## src/rtl/shake_pkg.sv

```systemverilog
// Shared constants and types for the SHAKE core: rate sizes, padding bytes
// and the input loader state encoding.
package shake_pkg;

  localparam int RATE128_WORDS = 21;
  localparam int RATE256_WORDS = 17;

  localparam logic [7:0] DOMAIN_BYTE  = 8'h1F;
  localparam logic [7:0] PAD_END_BYTE = 8'h80;

  typedef enum logic [1:0] {
    LD_IDLE = 2'd0,
    LD_FILL = 2'd1,
    LD_PAD  = 2'd2,
    LD_HOLD = 2'd3
  } loader_state_e;

endpackage

```

## src/rtl/shake_pad_word.sv

```systemverilog
// Combinational pad10*1 word shaper: keeps the first valid_bytes bytes, drops
// the domain byte right after them, and/or ORs the end marker into byte 7.
import shake_pkg::*;

module shake_pad_word #(
  parameter int WORD_W = 64
) (
  input  logic [WORD_W-1:0] word_in,
  input  logic [3:0]        valid_bytes,
  input  logic              insert_domain,
  input  logic              insert_end,
  output logic [WORD_W-1:0] word_out
);

  always_comb begin
    word_out = '0;
    for (int b = 0; b < WORD_W / 8; b++) begin
      if (b < int'(valid_bytes)) begin
        word_out[8*b +: 8] = word_in[8*b +: 8];
      end else if (insert_domain && (b == int'(valid_bytes))) begin
        word_out[8*b +: 8] = DOMAIN_BYTE;
      end
    end
    // The end marker shares byte 7 with the domain byte when v = 7 (0x9F).
    if (insert_end) begin
      word_out[WORD_W-1 -: 8] = word_out[WORD_W-1 -: 8] | PAD_END_BYTE;
    end
  end

endmodule

```

## src/rtl/shake_input_loader.sv

```systemverilog
// SHAKE input loader: collects message words into one rate-sized block,
// applies pad10*1 with the domain byte and hands blocks to the absorb stage.
import shake_pkg::*;

module shake_input_loader #(
  parameter int WORD_W         = 64,
  parameter int MAX_RATE_WORDS = 21
) (
  input  logic                               clk,
  input  logic                               rst,
  input  logic                               mode_in,
  input  logic [WORD_W-1:0]                  data_in,
  input  logic                               valid_in,
  input  logic                               last_in,
  input  logic [3:0]                         valid_bytes_in,
  output logic                               ready_out,
  output logic [MAX_RATE_WORDS*WORD_W-1:0]   block_out,
  output logic                               block_valid_out,
  output logic                               last_block_out,
  input  logic                               block_ready_in
);

  localparam logic [4:0] RATE128_M1 = 5'(RATE128_WORDS - 1);
  localparam logic [4:0] RATE256_M1 = 5'(RATE256_WORDS - 1);

  loader_state_e     state_q;
  logic [4:0]        wcnt_q;
  logic [4:0]        rate_m1_q;
  logic              pend_q;
  logic              last_q;
  logic [WORD_W-1:0] blk_q [MAX_RATE_WORDS];

  logic              accept;
  logic [4:0]        cur_rate_m1;
  logic              at_end;
  logic              short_last;
  logic [3:0]        clamped_vb;
  logic [WORD_W-1:0] pw_word;
  logic [3:0]        pw_vb;
  logic              pw_dom;
  logic              pw_end;
  logic [WORD_W-1:0] pw_out;

  assign ready_out       = (state_q == LD_IDLE) || (state_q == LD_FILL);
  assign block_valid_out = (state_q == LD_HOLD);
  assign last_block_out  = (state_q == LD_HOLD) && last_q;
  assign accept          = valid_in && ready_out;

  // In IDLE the rate is not latched yet, so the first word sees mode_in directly.
  assign cur_rate_m1 = (state_q == LD_IDLE) ? (mode_in ? RATE256_M1 : RATE128_M1) : rate_m1_q;
  assign at_end      = (wcnt_q == cur_rate_m1);
  assign clamped_vb  = (valid_bytes_in > 4'd8) ? 4'd8 : valid_bytes_in;
  assign short_last  = last_in && (clamped_vb < 4'd8);

  always_comb begin
    pw_word = data_in;
    pw_vb   = last_in ? clamped_vb : 4'd8;
    pw_dom  = short_last;
    pw_end  = short_last && at_end;
    if (state_q == LD_PAD) begin
      pw_word = '0;
      pw_vb   = 4'd0;
      pw_dom  = pend_q;
      pw_end  = at_end;
    end
  end

  shake_pad_word #(
    .WORD_W(WORD_W)
  ) u_pad_word (
    .word_in      (pw_word),
    .valid_bytes  (pw_vb),
    .insert_domain(pw_dom),
    .insert_end   (pw_end),
    .word_out     (pw_out)
  );

  always_comb begin
    for (int i = 0; i < MAX_RATE_WORDS; i++) begin
      block_out[i*WORD_W +: WORD_W] = blk_q[i];
    end
  end

  // State, counter, flags and block register share one sequential process.
  always_ff @(posedge clk) begin
    if (rst) begin
      state_q   <= LD_IDLE;
      wcnt_q    <= '0;
      rate_m1_q <= RATE128_M1;
      pend_q    <= 1'b0;
      last_q    <= 1'b0;
      for (int i = 0; i < MAX_RATE_WORDS; i++) begin
        blk_q[i] <= '0;
      end
    end else begin
      case (state_q)
        LD_IDLE, LD_FILL: begin
          if (accept) begin
            if (state_q == LD_IDLE) begin
              rate_m1_q <= cur_rate_m1;
            end
            blk_q[wcnt_q] <= pw_out;
            wcnt_q        <= wcnt_q + 5'd1;
            if (!last_in) begin
              last_q  <= 1'b0;
              state_q <= at_end ? LD_HOLD : LD_FILL;
            end else if (short_last) begin
              pend_q  <= 1'b0;
              last_q  <= at_end;
              state_q <= at_end ? LD_HOLD : LD_PAD;
            end else begin
              // Full final word: the domain byte spills into the next word.
              pend_q  <= 1'b1;
              last_q  <= 1'b0;
              state_q <= at_end ? LD_HOLD : LD_PAD;
            end
          end
        end
        LD_PAD: begin
          blk_q[wcnt_q] <= pw_out;
          wcnt_q        <= wcnt_q + 5'd1;
          pend_q        <= 1'b0;
          if (at_end) begin
            last_q  <= 1'b1;
            state_q <= LD_HOLD;
          end
        end
        LD_HOLD: begin
          if (block_ready_in) begin
            wcnt_q <= '0;
            for (int i = 0; i < MAX_RATE_WORDS; i++) begin
              blk_q[i] <= '0;
            end
            if (last_q) begin
              last_q  <= 1'b0;
              state_q <= LD_IDLE;
            end else if (pend_q) begin
              state_q <= LD_PAD;
            end else begin
              state_q <= LD_FILL;
            end
          end
        end
        default: state_q <= LD_IDLE;
      endcase
    end
  end

endmodule

```

## config.mk

```make
export PLATFORM = sky130hd
export DESIGN_NAME = shake_input_loader
export DESIGN_NICKNAME = d
export VERILOG_FILES = /design/src/rtl/shake_pkg.sv /design/src/rtl/shake_pad_word.sv /design/src/rtl/shake_input_loader.sv
export SDC_FILE = /design/constraint.sdc
export NUM_CORES = 1
export LEC_CHECK = 0
export CAP_MARGIN = 20
export CORE_AREA = 4 4 546 548
export DETAILED_ROUTE_END_ITERATION = 7
export DIE_AREA = 0 0 550 552
export SYNTH_ARGS = -nofsm -noshare
export SYNTH_HDL_FRONTEND = slang
export SYNTH_SLANG_ARGS = --single-unit
export TNS_END_PERCENT = 30
```

## constraint.sdc

```tcl
create_clock -name clk -period 3.4 [get_ports clk]
set_input_delay 0.68 -clock clk [delete_from_list [all_inputs] [get_ports clk]]
set_output_delay 0.68 -clock clk [all_outputs]
set_load 0.005 [all_outputs]
```

After elaboration in Yosys (flattened, before gate mapping)
Memories as Yosys holds them, arrays and structs flattened. Cells that the tools add are included.

Word-level logic and storage cells: 161. Memories kept: 1. Bits of input ports: 74. Output and inout bits: 1347. Flip-flop bits (word level): 14. Memory bits (writable): 1344.

Memory list: blk_q (words 21, width 64, read ports 21, clocked after memory_dff 0, write ports 21, RTL line shake_input_loader.sv:31) `logic [WORD_W-1:0] blk_q [MAX_RATE_WORDS];`.

Muxes and demuxes: 85. Bitwise logic cells: 22. Reduce and logical (&&, ||, !) cells: 22. Add/sub/neg operators: 1. Order comparisons: 10. Equal/unequal tests: 15.

Operator list (number): 2-to-1 mux 64 bit (24); 2-to-1 mux 8 bit (9); OR reduction 64 bit (1); 2-to-1 mux 5 bit (12); 2-to-1 mux 1 bit (25); OR 1 bit (22); == test 4 bit (first input constant) (4); < comparator 3 x 4 -> 1 bit (first input constant) (4); one-hot mux 5 bit (3 select lines) (1); 2-to-1 mux 2 bit (7); logical AND 1 bit (12); 2-to-1 mux 4 bit (3); AND reduction 3 bit (3); == test 3 x 4 -> 1 bit (first input constant) (2); < comparator 1 x 4 -> 1 bit (first input constant) (2); < comparator 2 x 4 -> 1 bit (first input constant) (2); inequality test 2 bit (second input constant) (3); one-hot mux 2 bit (3 select lines) (1); adder 5 x 1 -> 5 bit (second input constant) (1); == test 5 bit (1); == test 2 bit (second input constant) (2); == test 2 x 4 -> 1 bit (first input constant) (1); greater-than comparator 4 bit (second input constant) (1); zero test 4 bit (1); 11 further kinds (11).

Depth between registers and ports, before layout
Gate-level depths: netlist of run 1.

Depth after elaboration: 11. Depth in mapped cells: 9. Gate-level depth less buffers: 5.

Hierarchy
From an unflattened synthesis of run 1, not the netlist that was laid out.

Cell total of the unflattened synthesis: 3329. Area, all modules: 52350.2 µm².

By module, submodules not included: shake_input_loader (seq. area each 40639.0 µm², area an instance 51490.6 µm², instances 1, cells an instance 3189); shake_pad_word (seq. area each 0.0 µm², area an instance 859.6 µm², instances 1, cells an instance 140).

Worst setup path after synthesis of run 1
OpenSTA, ideal clock, no wires.

Kind: input -> register. From: input port valid_in. To: memory blk_q[20][0] (enable). Setup slack: -0.278 ns. Data arrival time: 3.255 ns. Path buffers: 4. Setup time: 0.423 ns. Stages: 9. Data required time: 2.977 ns. Cells stage by stage: buf_4 > nand2b_1 > a21oi_1 > and2_1 > clkbuf_1 > nand4_1 > buf_2 > buf_2 > nand2_1.

RTL lines: from (decl) (RTL line shake_input_loader.sv:13) `input logic valid_in,`; to (decl) (RTL line shake_input_loader.sv:31).

Worst setup path in the final report of run 1
From: register state_q[0]. To: output port last_block_out.

Word-level cells in the longest chain between the ends: 2.

RTL lines: from (decl) (RTL line shake_input_loader.sv:26) `loader_state_e state_q;`; from (signal assigned) (RTL line shake_input_loader.sv:106) `state_q <= at_end ? LD_HOLD : LD_FILL;`; from (signal assigned) (RTL line shake_input_loader.sv:110) `state_q <= at_end ? LD_HOLD : LD_PAD;`; from (signal assigned) (RTL line shake_input_loader.sv:115) `state_q <= at_end ? LD_HOLD : LD_PAD;`; == test 2 bit (RTL line shake_input_loader.sv:46) `assign last_block_out = (state_q == LD_HOLD) && last_q;`; logical AND 1 bit (RTL line shake_input_loader.sv:46); to (decl) (RTL line shake_input_loader.sv:19) `output logic last_block_out,`.

No other way between the ends.

==> flow_summary.yaml, run 1 <==
status:
  status: "complete, no violations"
synthesis:
  syn-num-nets: 3301
  synth_top_family_by_area: "simple AND/OR/NAND/NOR gates"
  syn_inst: 3223
  synth_edf_count: 1344
  synth_compound_area_frac: 0.0103
  yosysSeqAreaShare: 0.844
  synth.cell_area_um2: 48100
  muxShareOfSynthArea: 0.000208
  synth_xor_area_frac: 0.00127
  yosysWarnings: 0
  ys.flop_type: "edfxtp_1"
  yosys.area_share.simple: 0.118
  ys_seq_elements: 1358
  async_flop_share: 0
  avgSynthCellArea_um2: 14.9
  ys_types: 48
  synthAdderAreaFrac: 0.00104
floorplan:
  die-width_um: 550
  die-area_um2: 304000
  initial_core_util: 0.164
  io_pins: 1421
  placement_rows: 199
  core_um2: 293000
  die_y_um: 552
timing:
  report.final.setup_viol: 0
  relSlewSlack: 0.328
  finalSetupTns_ns: 0
  hold_violations: 0
  rsz0062_at_grt: "false"
  period_needed_ns: 3.11
  finClkSkew_ns: 0.0798
  worst_pin_slew_ns: 1.01
  final_max_slew_viol_count: 0
  worst_slack_ns: 0.287
  layout_worst_path_cycle_share: 0.916
  clock.fmax_mhz: 321
route:
  drt_pass1_iterations: 5
  viasPerCell: 3.93
  via_count: 34600
  wl_um: 250000
  drc: 0
  wire_per_inst_um: 28.4
  ant_nets: 0
  dr.first_iter.drc_count: 3771
clock_network:
  clk_pin_slew_ns: 0.06
  root_buffer: "clkbuf_16"
  clk_latency_ns: 0.84
  cts_sinks: 1358
  cts_tree: "built"
  htreeDepth: 4
  cts_setup_buffers: 0
  cts_max_path_buffers: 4
  numCtsBuffers: 158
global_routing:
  use_met3: 0.0571
  gr-usage-met1: 0.181
  grt_pass1_wl_um: 324000
  grtUsageTotal: 0.157
  antenna_found_initial: 38
  grt_pass1_vias: 34700
  grt-ovfl-total: 0
  grt_max_degree: 65
  grtUsageMet2: 0.259
  top_usage_layer: "met2"
layout:
  final_cell_mix: "1,419 x clkdlybuf4s50_1, 1,355 x nor2_1, 1,344 x edfxtp_1"
  fillers: 30100
  area_delta_synth_final_pct: 55.7
  final_common_cell: "clkdlybuf4s50_1"
  final_cells: 8814
  drive_gt1_frac: 0.120
  layout.nets: 4836
placed_design:
  hpwlAfterDp_um: 180000
  io_buffers: 1420
  pre_cts_slack_ns: 0.0245
  gp_congestion: 0.810
  placed_cells: 8517
critical_path:
  crit_arrival_ns: 2.43
  worstPathRequired_ns: 2.72
  cp_max_fo: 12
  worst-setup-path-type: "flip-flop to output pin"
  worst_setup_path_start_kind: "flip-flop"
  cp-end-kind: "output pin"
job:
  drv_cap: 0
power_and_ir_drop:
  p_leak_nw: 26.0
  p_per_area_nw_per_um2: 547
  vdd_drop_max_v: 0.000608
hold_path:
  min_path_type: "flip-flop to flip-flop"
## layer usage
layer  vias to the layer above  share of wire
met3                       479           0.12
li1                      14200              -
met4                         2          0.047
met2                      2486           0.47
met5                         -       0.000056
met1                     17500           0.36
## per-stage QoR
step	utilization	area [um2]	power, mW	hold slack, ns
3_3_place_gp	0.239	69900	24.7	0.453
3_5_place_dp	0.239	69900	24.7	0.462
5_1_grt	0.256	74900	42.3	0.503
2_1_floorplan	-	48200	20.8	0.434
6_report	0.256	74900	41.0	0.481
4_1_cts	0.256	74900	41.4	0.455
## layout make-up
cell class	instances	area (um2)	share of cell area
well taps	3919	4900	0.0654
repair buffers	1668	17200	0.229
diodes	15	37.5	0.000501
inverters	7	26.3	0.000351
clock buffers	192	4140	0.0553
multi-input cells	1565	7170	0.0956
clock inverters	90	861	0.0115
flip-flops and latches	1358	40600	0.542
## Yosys cell counts (5+ instances only)
master | count | area (um2)
nand2_1 | 70 | 263
a21oi_1 | 24 | 120
nand2b_1 | 5 | 31.3
a21oi_2 | 5 | 43.8
buf_2 | 60 | 300
o22ai_1 | 5 | 31.3
inv_1 | 6 | 22.5
and2_1 | 10 | 62.6
nor2_1 | 1358 | 5100
edfxtp_1 | 1344 | 40400
dfxtp_1 | 14 | 280
buf_1 | 83 | 312
nand4_1 | 5 | 31.3
o21ai_0 | 24 | 120
clkbuf_1 | 149 | 559
## where the power goes
group / total, mW / switching, mW / internal, mW
clock: 16.7 / 7.29 / 9.41
sequential: 19.5 / 0.319 / 19.2
combinational: 4.79 / 2.90 / 1.89
## logic make-up (layout without fill, tap and decap cells)
| family | after synthesis | after routing |
|---|---|---|
| and+or+nand+nor | 1474 | 1474 |
| other | 0 | 15 |
| AOI/OAI and AO/OA | 79 | 79 |
| buffers and inverters | 300 | 1957 |
| muxes | 1 | 1 |
| xor gates and xnor gates | 7 | 7 |
| adders and majority gates | 4 | 4 |
| DFF | 1358 | 1358 |
## repair_timing
action / CTS / global route
gates resized for setup: 0 / 1
setup endpoints to repair: 0 / 1
hold buffers: 0 / 0
## flip-flops by register name (all words and copies together), names as in the netlist
name,cells
blk_q,1344
last_q,1
pend_q,1
rate_m1_q,5
state_q,2
wcnt_q,5
## critical path: stages (launching register included)
cell,delay [ns]
dfxtp_1,0.53
and3_1,0.42
clkdlybuf4s50_1,0.64
## worst paths after layout
| kind | slack, ns | startpoint | cells after the start | end |
|---|---|---|---|---|
| worst max-delay path | 0.29 | state_q[0]$_SDFFE_PP0P_ | 2 | last_block_out |
| worst min-delay path | 0.48 | rate_m1_q[4]$_SDFFE_PP1P_ | 1 | rate_m1_q[4]$_SDFFE_PP1P_ |
| worst max register to register | 0.54 | state_q[0]$_SDFFE_PP0P_ | 6 | blk_q[7][23]$_SDFFCE_PN0P_ |
| worst min register to register | 0.48 | rate_m1_q[4]$_SDFFE_PP1P_ | 1 | rate_m1_q[4]$_SDFFE_PP1P_ |
Note: power is estimated with default switching activity, not from simulation.
==> run 2, diff against run 1 <==
HOLD_SLACK_MARGIN = 0.08   (was default)
==> results of run 2 <==
No change in the layout: final DEF, timing and power equal those of run 1.
